`src/rtl/muldiv_unit_pkg.sv`:
```
// Shared RV32M definitions: funct3 operation codes, FSM state encoding and
// operand-signedness decode used by the iterative multiply/divide unit.
package riscv_pkg;

   localparam logic [2:0] MD_MUL    = 3'b000;
   localparam logic [2:0] MD_MULH   = 3'b001;
   localparam logic [2:0] MD_MULHSU = 3'b010;
   localparam logic [2:0] MD_MULHU  = 3'b011;
   localparam logic [2:0] MD_DIV    = 3'b100;
   localparam logic [2:0] MD_DIVU   = 3'b101;
   localparam logic [2:0] MD_REM    = 3'b110;
   localparam logic [2:0] MD_REMU   = 3'b111;

   typedef enum logic [1:0] {
      ST_IDLE = 2'd0,
      ST_CALC = 2'd1,
      ST_DONE = 2'd2
   } md_state_t;

   function automatic logic is_div(input logic [2:0] op);
      return op[2];
   endfunction

   // Returns {in1 signed, in2 signed} for the given operation.
   function automatic logic [1:0] is_signed(input logic [2:0] op);
      case (op)
         MD_MUL, MD_MULH, MD_DIV, MD_REM: return 2'b11;
         MD_MULHSU:                       return 2'b10;
         default:                         return 2'b00;
      endcase
   endfunction

endpackage

```
`src/rtl/muldiv_unit_if.sv`:
```
// Issue/result bundle between the execute stage (master) and the
// multiply/divide unit (slave).
interface muldiv_unit_if #(
   parameter int XLEN = 32
);
   logic            start;
   logic [2:0]      md_op;
   logic [XLEN-1:0] in1;
   logic [XLEN-1:0] in2;
   logic            busy;
   logic            done;
   logic [XLEN-1:0] out;
   logic            zero;

   modport master (
      output start, md_op, in1, in2,
      input  busy, done, out, zero
   );

   modport slave (
      input  start, md_op, in1, in2,
      output busy, done, out, zero
   );
endinterface

```
`src/rtl/muldiv_unit.sv`:
```
// Iterative RV32M multiply/divide: one bit per cycle over a shared 2*XLEN
// accumulator, with a single-cycle fast path for divide-by-zero and overflow.
module muldiv_unit
   import riscv_pkg::*;
#(
   parameter int XLEN = 32
) (
   input  logic          clk,
   input  logic          rst,
   muldiv_unit_if.slave  bus
);

   localparam int CW = $clog2(XLEN) + 1;
   localparam logic [XLEN-1:0] MOST_NEG = {1'b1, {(XLEN-1){1'b0}}};

   function automatic logic [XLEN-1:0] neg_if(input logic [XLEN-1:0] v, input logic n);
      return n ? -v : v;
   endfunction

   function automatic logic [2*XLEN-1:0] neg_if_w(input logic [2*XLEN-1:0] v, input logic n);
      return n ? -v : v;
   endfunction

   md_state_t         state;
   md_state_t         state_next;
   logic [CW-1:0]     cnt;
   logic [XLEN-1:0]   out_r;
   logic              zero_r;

   logic [2:0]        op_r;
   logic [XLEN-1:0]   mag1;
   logic [XLEN-1:0]   mag2;
   logic              neg_res;
   logic              neg_rem;
   logic [2*XLEN-1:0] acc;

   // Accept-time operand decode
   logic            accept;
   logic [1:0]      sgn;
   logic            s1;
   logic            s2;
   logic [XLEN-1:0] in_mag1;
   logic [XLEN-1:0] in_mag2;
   logic            div_zero;
   logic            div_ovf;
   logic            fast;
   logic [XLEN-1:0] fast_val;

   assign accept   = (state == ST_IDLE) && bus.start;
   assign sgn      = is_signed(bus.md_op);
   assign s1       = sgn[1] & bus.in1[XLEN-1];
   assign s2       = sgn[0] & bus.in2[XLEN-1];
   assign in_mag1  = neg_if(bus.in1, s1);
   assign in_mag2  = neg_if(bus.in2, s2);
   assign div_zero = is_div(bus.md_op) && (bus.in2 == '0);
   assign div_ovf  = ((bus.md_op == MD_DIV) || (bus.md_op == MD_REM)) &&
                     (bus.in1 == MOST_NEG) && (bus.in2 == '1);
   assign fast     = div_zero || div_ovf;

   // md_op[1] separates REM/REMU from DIV/DIVU within the divide group.
   always_comb begin
      fast_val = '0;
      if (div_zero) begin
         fast_val = bus.md_op[1] ? bus.in1 : '1;
      end else begin
         fast_val = bus.md_op[1] ? '0 : bus.in1;
      end
   end

   // One iteration of shift-add multiply or restoring divide
   logic [XLEN:0]     mul_sum;
   logic [2*XLEN-1:0] mul_next;
   logic [XLEN:0]     div_diff;
   logic [2*XLEN-1:0] div_next;
   logic [2*XLEN-1:0] acc_step;

   assign mul_sum  = {1'b0, acc[2*XLEN-1:XLEN]} + {1'b0, (acc[0] ? mag1 : {XLEN{1'b0}})};
   assign mul_next = {mul_sum, acc[XLEN-1:1]};
   assign div_diff = acc[2*XLEN-1:XLEN-1] - {1'b0, mag2};
   assign div_next = div_diff[XLEN] ? {acc[2*XLEN-2:0], 1'b0}
                                    : {div_diff[XLEN-1:0], acc[XLEN-2:0], 1'b1};
   assign acc_step = is_div(op_r) ? div_next : mul_next;

   // Sign fix-up of the final iteration, written straight into out
   logic [2*XLEN-1:0] prod;
   logic [XLEN-1:0]   quo;
   logic [XLEN-1:0]   rem;
   logic [XLEN-1:0]   calc_res;

   assign prod = neg_if_w(acc_step, neg_res);
   assign quo  = neg_if(acc_step[XLEN-1:0], neg_res);
   assign rem  = neg_if(acc_step[2*XLEN-1:XLEN], neg_rem);

   always_comb begin
      calc_res = '0;
      if (is_div(op_r)) begin
         calc_res = op_r[1] ? rem : quo;
      end else begin
         calc_res = (op_r == MD_MUL) ? prod[XLEN-1:0] : prod[2*XLEN-1:XLEN];
      end
   end

   always_comb begin
      state_next = state;
      case (state)
         ST_IDLE: if (bus.start) state_next = fast ? ST_DONE : ST_CALC;
         ST_CALC: if (cnt == '0) state_next = ST_DONE;
         ST_DONE: state_next = ST_IDLE;
         default: state_next = ST_IDLE;
      endcase
   end

   always_ff @(posedge clk) begin
      if (rst) begin
         state <= ST_IDLE;
      end else begin
         state <= state_next;
      end
   end

   always_ff @(posedge clk) begin
      if (rst) begin
         cnt    <= '0;
         out_r  <= '0;
         zero_r <= 1'b1;
      end else if (accept) begin
         cnt <= CW'(XLEN - 1);
         if (fast) begin
            out_r  <= fast_val;
            zero_r <= (fast_val == '0);
         end
      end else if (state == ST_CALC) begin
         if (cnt == '0) begin
            out_r  <= calc_res;
            zero_r <= (calc_res == '0);
         end else begin
            cnt <= cnt - 1'b1;
         end
      end
   end

   // Operands and accumulator need no reset: they are reloaded on every accept.
   always_ff @(posedge clk) begin
      if (accept) begin
         op_r    <= bus.md_op;
         mag1    <= in_mag1;
         mag2    <= in_mag2;
         neg_res <= s1 ^ s2;
         neg_rem <= s1;
         acc     <= is_div(bus.md_op) ? {{XLEN{1'b0}}, in_mag1} : {{XLEN{1'b0}}, in_mag2};
      end else if (state == ST_CALC) begin
         acc <= acc_step;
      end
   end

   assign bus.busy = (state != ST_IDLE);
   assign bus.done = (state == ST_DONE);
   assign bus.out  = out_r;
   assign bus.zero = zero_r;

endmodule
```
`src/flat_wrapper.sv`:
```
// flat-port wrapper written by rule: the top's interface ports become plain ports
module muldiv_unit_flat import riscv_pkg::*;
#(
   parameter int XLEN = 32
)
  (clk, rst, bus_start, bus_md_op, bus_in1, bus_in2, bus_busy, bus_done, bus_out, bus_zero);
  muldiv_unit_if #(.XLEN(XLEN)) bus_i ();
  input  logic clk;
  input  logic rst;
  input wire logic [$bits(bus_i.start)-1:0] bus_start;
  input wire logic [$bits(bus_i.md_op)-1:0] bus_md_op;
  input wire logic [$bits(bus_i.in1)-1:0] bus_in1;
  input wire logic [$bits(bus_i.in2)-1:0] bus_in2;
  output wire logic [$bits(bus_i.busy)-1:0] bus_busy;
  output wire logic [$bits(bus_i.done)-1:0] bus_done;
  output wire logic [$bits(bus_i.out)-1:0] bus_out;
  output wire logic [$bits(bus_i.zero)-1:0] bus_zero;
  assign bus_i.start = bus_start;
  assign bus_i.md_op = bus_md_op;
  assign bus_i.in1 = bus_in1;
  assign bus_i.in2 = bus_in2;
  assign bus_busy = bus_i.busy;
  assign bus_done = bus_i.done;
  assign bus_out = bus_i.out;
  assign bus_zero = bus_i.zero;
  muldiv_unit #(.XLEN(XLEN)) u_core (.clk(clk), .rst(rst), .bus(bus_i));
endmodule
```
`config.mk`:
```
export PLATFORM = sky130hd
export DESIGN_NAME = muldiv_unit_flat
export DESIGN_NICKNAME = d
export VERILOG_FILES = /design/src/rtl/muldiv_unit_pkg.sv /design/src/rtl/muldiv_unit_if.sv /design/src/rtl/muldiv_unit.sv /design/src/flat_wrapper.sv
export SDC_FILE = /design/constraint.sdc
export NUM_CORES = 1
export LEC_CHECK = 0
export ABC_AREA = 0
export BUFFER_PORTS_ARGS = -buffer_cell sky130_fd_sc_hd__buf_4
export CAP_MARGIN = 20
export CELL_PAD_IN_SITES_DETAIL_PLACEMENT = 2
export CELL_PAD_IN_SITES_GLOBAL_PLACEMENT = 2
export CORE_MARGIN = 4
export CORE_UTILIZATION = 41
export DETAILED_ROUTE_END_ITERATION = 12
export PLACE_DENSITY = 0.93
export SYNTH_ARGS = -nofsm -noshare
export SYNTH_HDL_FRONTEND = slang
export SYNTH_SLANG_ARGS = --single-unit
```
`constraint.sdc`:
```
create_clock -name clk -period 12.25 [get_ports clk]
set_clock_uncertainty 0.15 [all_clocks]
set_input_delay 1.8375 -clock clk [delete_from_list [all_inputs] [get_ports clk]]
set_output_delay 1.8375 -clock clk [all_outputs]
set_load 0.005 [all_outputs]
```
==> results of run 1 <==
-- flip-flops by register name, summed over array words and instances, names as in the netlist --
register	flops
u_core.state	2
u_core.mag2	32
u_core.bus.out	32
u_core.acc	64
u_core.neg_res	1
u_core.bus.zero	1
u_core.mag1	32
u_core.cnt	6
u_core.op_r	3
u_core.neg_rem	1
-- power by group through the flow --
| stage | logic [mW] | clock network (mW) | registers (mW) |
|---|---|---|---|
| 3_5_place_dp | 2.93 | 0 | 0.947 |
| 4_1_cts | 3.00 | 0.585 | 0.940 |
| 2_1_floorplan | 1.96 | 0 | 0.880 |
| 6_report | 3.11 | 0.588 | 0.950 |
| 3_3_place_gp | 2.76 | 0 | 0.932 |
| 5_1_grt | 3.27 | 0.609 | 0.955 |
-- final timing paths --
path         slack [ps]                  to  cells after the start               start
min                 390  u_core.bus.out[20]                      2  u_core.bus.out[20]
max reg2reg        3100     u_core.bus.zero                     26      u_core.acc[31]
min reg2reg         390  u_core.bus.out[20]                      2  u_core.bus.out[20]
max                3100     u_core.bus.zero                     26      u_core.acc[31]
-- final cells by class --
class	instances	area share, %
diodes	10	0.129
well taps	539	3.48
flip-flops and latches	174	24.9
multi-input cells	1827	61.9
inverters	75	1.48
clock buffers	17	2.20
repair buffers	129	5.07
clock inverters	15	0.885
-- stage by stage --
stage,worst slack (ps),power [mW],area [um2],hold WS [ps],util [%]
6_report,3100,4.65,19400,387,46.0
5_1_grt,2920,4.83,19300,395,45.9
4_1_cts,3530,4.52,19300,386,45.9
3_5_place_dp,3840,3.87,18700,347,44.5
3_3_place_gp,4180,3.69,18700,335,44.5
2_1_floorplan,6490,2.84,17600,284,-
-- logic make-up (layout without fill, tap and decap cells) --
| family | count (synthesis) | in the layout | synth area share [%] |
|---|---|---|---|
| XOR/XNOR | 163 | 163 | 8.12 |
| other | 0 | 10 | 0 |
| adder cells (fa/ha/maj) | 72 | 72 | 5.21 |
| AO/OA/AOI/OAI | 677 | 677 | 26.3 |
| multiplexers | 86 | 86 | 5.03 |
| buffers and inverters | 199 | 236 | 4.55 |
| flip-flops | 174 | 174 | 27.4 |
| AND/OR/NAND/NOR | 829 | 829 | 23.4 |
-- layer usage --
metal,routed length [um],part of all wire (%),global-route usage [%],vias to the layer above
met5,55,0.057,0,-
met4,7840,8.1,26.8,8
met3,9450,9.8,9.55,458
met2,44100,45,65.5,1321
met1,35500,37,47.6,10100
li1,-,-,-,8265
-- worst max-delay path: cells and delay by family, from the launching register on --
kind | cells | cell delay, ps
and+or+nand+nor | 9 | 3440
AOI/OAI and AO/OA | 10 | 3130
adders and majority gates | 3 | 960
DFF | 1 | 520
muxes | 2 | 460
buffers and inverters | 2 | 410
-- cell usage after synthesis (43+ instances only) --
| master | instances | area share (%) |
|---|---|---|
| clkbuf_1 | 82 | 1.8 |
| ha_1 | 70 | 5.0 |
| edfxtp_1 | 133 | 23 |
| and2_1 | 59 | 2.1 |
| inv_1 | 73 | 1.6 |
| xor2_1 | 73 | 3.6 |
| xnor2_1 | 90 | 4.5 |
| o211ai_1 | 64 | 2.7 |
| mux2i_1 | 67 | 3.8 |
| nor2_1 | 249 | 5.3 |
| a211oi_1 | 43 | 1.8 |
| nor3_1 | 49 | 1.4 |
| a21oi_1 | 154 | 4.4 |
| o21ai_0 | 143 | 4.1 |
| nand2_1 | 208 | 4.4 |
==> run metrics, run 1 <==
run status=finished clean; initial antenna violation count=12; DRT iter0 DRCs=~2200; power density over the cells=~240 nW/um2; insertion delay of the later-clocked pin in the worst-skew pair=approximately 500 ps; worst endpoint data arrival time=between 9000 and 10000 ps; #FFs+latches synth=between 150 and 200; peak supply drop=0.000126 V; sum of routed wire length over all layers=about 97 mm; most used cell, CP=nand4_1; Congestion Overflow GR=0; ys async rst share=0%; vias per cell=7.23; DRC viols=0; die height=around 220 um; Leakage Power=~7.2 nW; initial cell density of the core=41.7%; hold violation count in the final report=0; total internal power=~2 mW; nets=~2400; final-report max-slew violation count=0; Netlist Area Pre-Place=between 15000 and 20000 um2; most common library cell in the layout ignoring fill and taps=nor2_1; cts hold-fix bufs=0; Post-synth EDFFs=about 130; most used flip-flop cell after synthesis=edfxtp_1; share of total power in the clock network=between 10% and 20%; buffer levels on the longest clock path=2; maximum fanout along the worst path=51; clock transition time at the flip-flop clock pins of the worst setup and hold paths=around 90 ps; layout cell share with drive strength beyond 1=10.8%; area enclosed by the die boundary=46300 um2; 1st-pass router iterations=6; fin cells=2786; CTS H-tree lvls=4; total global-route track usage=approximately two fifths; Yosys cell types=between 100 and 150; post-layout min period=roughly 9000 ps; worst stage delay on the critical path=between 800 and 900 ps; critical path capture point type=flop; Via Count=a little over 20000; portion of total power attributed to combinational logic=66.9%; unrepaired setup endpoints after global routing=no; DP Wirelength=70.7 mm; cell count after synthesis=2200; switching power of the nets=2.59 mW; wire length of the first global-routing pass=143 mm; Gates resized, CTS repair=0; register area=4810 um2; count of warnings emitted by yosys=0; Max-Cap Viols=0; routability congestion estimate=approximately 1.0; count of buffers added by post-CTS timing repair for setup=0; final clock period utilization by the worst path=between 70% and 80%; Die W=215 um; Post-Route Setup TNS=0 ps; I/O pin cnt=between 100 and 150; most frequent cells in the layout=nor2_1, nand2_1, a21oi_1; crit path max-delay cell type=nor4_1; number of buffers added by the clock tree synthesis step=17; synthesized netlist net count=approximately 2300; std cell rows=75; Tightest Hold Check Type=reg2reg; share of the yosys chip area belonging to registers=between 20% and 30%; antenna violation net count after detailed routing=0; maximum number of pins on one net before global-route repair=roughly 110; clock tree from TritonCTS=built; critical path start-end classification=reg2reg; relative contribution of sequential cells to total power=about a fifth; number of sinks driven by the clock tree=between 150 and 200; Achievable Freq=roughly 110 MHz; synthesized area divided by synthesized cell count=between 7 and 8 um2; CORE AREA=roughly 42000 um2; combined area of the multi-input logic cells=12000 um2; root cell of the clock tree=clkbuf_16; pin slew with the least headroom to its limit=1270 ps; kind of start point of the critical path=flop; Data required, critical path=between 10000 and 15000 ps; Max-Slew Margin vs Limit=14.9%; number of global-route vias before repair=~21000; Final setup viols=0; number of port buffers=roughly 100; average wire length per cell after detail routing=34.8 um; Layout Area Growth over Synthesis=10.1%; Filler Cell Count=4662; switch share=approximately 56%; post-placement cell count=2744
Power figures use the tool's default switching activity.
==> inputs of run 2 (changes only) <==
CORE_UTILIZATION = 34   (was 41)
PLACE_DENSITY = 0.83   (was 0.93)
clock period = 8 ns   (was 12.25 ns; I/O delays follow)
==> run 2 against run 1 <==
Total power is 50% higher. Cell count is 5.3% higher. Global-route usage is 8.8 points lower. Via count is 6.4% lower. First-iteration DRC count is 17% lower. Register-to-register slack worse by 2400 ps. Clock power is 45% higher. Design area is 0.95% higher. Combinational power is 50% higher. Largest cell class unchanged. Largest power group unchanged.
==> run metrics, run 2 (synthesized netlist as in run 1, its figures left out) <==
Final setup viols=0 (unchanged); routability congestion estimate=0.961 (was 1.00); final clock period utilization by the worst path=91.2% (was 74.7%); vias per cell=6.43 (was 7.23); buffer levels on the longest clock path=2 (unchanged); layout cell share with drive strength beyond 1=10.9% (was 10.8%); Top reg by flops=u_core.acc (unchanged); count of buffers added by post-CTS timing repair for setup=0 (unchanged); antenna violation net count after detailed routing=0 (unchanged); most common library cell in the layout ignoring fill and taps=nor2_1 (unchanged); unrepaired setup endpoints after global routing=no (unchanged); worst endpoint data arrival time=7540 ps (was 9410 ps); maximum fanout along the worst path=5 (was 51); hold violation count in the final report=0 (unchanged); startpoint of the worst setup timing path=u_core.acc[31] (unchanged); critical path capture point type=flop (unchanged); Gates resized, CTS repair=0 (unchanged); portion of total power attributed to combinational logic=67.1% (was 66.9%); switching power of the nets=3.81 mW (was 2.59 mW); peak supply drop=0.000177 V (was 0.000126 V); Via Count=18900 (was 20100); total global-route track usage=31.5% (was 40.3%); clock tree from TritonCTS=built (unchanged); relative contribution of sequential cells to total power=20.7% (was 20.5%); critical path start-end classification=reg2reg (unchanged); Max-Slew Margin vs Limit=23.9% (was 14.9%); Achievable Freq=137 MHz (was 109 MHz); DP Wirelength=71.3 mm (was 70.7 mm); initial antenna violation count=17 (was 12); CORE AREA=51300 um2 (was 42100 um2); sum of routed wire length over all layers=90.5 mm (was 96.9 mm); cts hold-fix bufs=0 (unchanged); insertion delay of the later-clocked pin in the worst-skew pair=490 ps (was 500 ps); DRC viols=0 (unchanged); Congestion Overflow GR=0 (unchanged); pin slew with the least headroom to its limit=1130 ps (was 1270 ps); switch share=54.8% (was 55.9%); number of sinks driven by the clock tree=174 (unchanged); Tightest Hold Check Type=reg2reg (unchanged); kind of start point of the critical path=flop (unchanged); clock transition time at the flip-flop clock pins of the worst setup and hold paths=80 ps (was 90 ps); number of port buffers=104 (unchanged); Layout Area Growth over Synthesis=11.2% (was 10.1%); startpoint of the most critical register-to-register path=u_core.acc[31] (unchanged); die height=235 um (was 215 um); total internal power=3.15 mW (was 2.05 mW); Post-Route Setup TNS=0 ps (unchanged); power density over the cells=356 nW/um2 (was 240 nW/um2); final-report max-slew violation count=0 (unchanged); final design utilization=38.1% (was 46.0%); nets=2373 (was 2366); origin of the worst min-delay path=u_core.bus.out[2] (was u_core.bus.out[20]); DRT iter0 DRCs=1838 (was 2202); root cell of the clock tree=clkbuf_16 (unchanged); run status=finished clean (unchanged); wire length of the first global-routing pass=133 mm (was 143 mm); post-layout min period=7290 ps (was 9150 ps); number of flip-flops under the largest register name=64 (unchanged); share of total power in the clock network=12.2% (was 12.7%); I/O pin cnt=105 (unchanged); 1st-pass router iterations=5 (was 6); area enclosed by the die boundary=55400 um2 (was 46300 um2); std cell rows=83 (was 75); average wire length per cell after detail routing=30.9 um (was 34.8 um); Max-Cap Viols=0 (unchanged); most frequent cells in the layout=nor2_1, nand2_1, a21oi_1 (unchanged); Die W=235 um (was 215 um); Leakage Power=7.22 nW (was 7.21 nW); number of buffers added by the clock tree synthesis step=17 (unchanged); maximum number of pins on one net before global-route repair=72 (was 109); Data required, critical path=8250 ps (was 12510 ps); CTS H-tree lvls=4 (unchanged); initial cell density of the core=34.3% (was 41.7%); number of global-route vias before repair=19900 (was 21200)
[run 2: area by class of cell]
class                   instances  area [um2]
well taps                     680         851
clock buffers                  21         440
clock inverters                11         109
fillers                      5982       31800
flip-flops and latches        174        4810
repair buffers                136        1030
inverters                      75         287
diodes                          9        22.5
multi-input cells            1827       12000
[run 2: power groups by stage]
stage	clock [mW]	combinational, mW	sequential (mW)
after global routing	0.893	4.97	1.45
after CTS	0.859	4.57	1.43
after detailed placement	0	4.53	1.44
after global placement	0	4.37	1.42
final	0.852	4.67	1.44
after floorplan	0	3.00	1.35
[run 2: final timing paths]
kind | slack (ps) | endpoint | cells past startpoint
max | 710 | u_core.bus.zero | 26
min | 350 | u_core.bus.out[2] | 2
max reg2reg | 710 | u_core.bus.zero | 26
min reg2reg | 350 | u_core.bus.out[2] | 2
[run 2: per-layer routing]
| layer | track usage [%] | wire length (um) | vias to the layer above |
|---|---|---|---|
| met1 | 39.5 | 37000 | 9553 |
| met5 | 0 | 87 | - |
| met3 | 5.08 | 6210 | 201 |
| li1 | - | - | 8255 |
| met4 | 15.3 | 4580 | 12 |
| met2 | 52.8 | 42600 | 829 |
[run 2: per-stage QoR]
stage	hold WS, ps	power, mW	worst slack, ps	area [um2]	std cells
global route	391	7.32	308	19500	2924
finish	354	6.96	707	19500	2933
global placement	317	5.79	1240	19000	2892
floorplan	284	4.35	2240	17600	2200
CTS	352	6.85	943	19500	2924
detailed placement	342	5.97	955	19000	2892
[run 2: worst max-delay path, cell delays in order, from the launching register on]
cell       delay, ps
edfxtp_1         460
inv_1            240
ha_1             210
inv_1             50
fa_1             440
a211oi_1         380
o211ai_1         210
nand4_1          220
a21o_1           270
a211o_4          170
nor2_1           110
a21oi_1          260
ha_1             260
o2111ai_1        230
or2_2            420
nor2_1           140
nor4b_1          710
nor2_1           150
xnor2_1          210
o21ai_0          100
a21o_1           190
or4_1            390
nor4_1           260
nand4b_1         190
nor4_2           400
nand4_1          160
o31ai_2          220
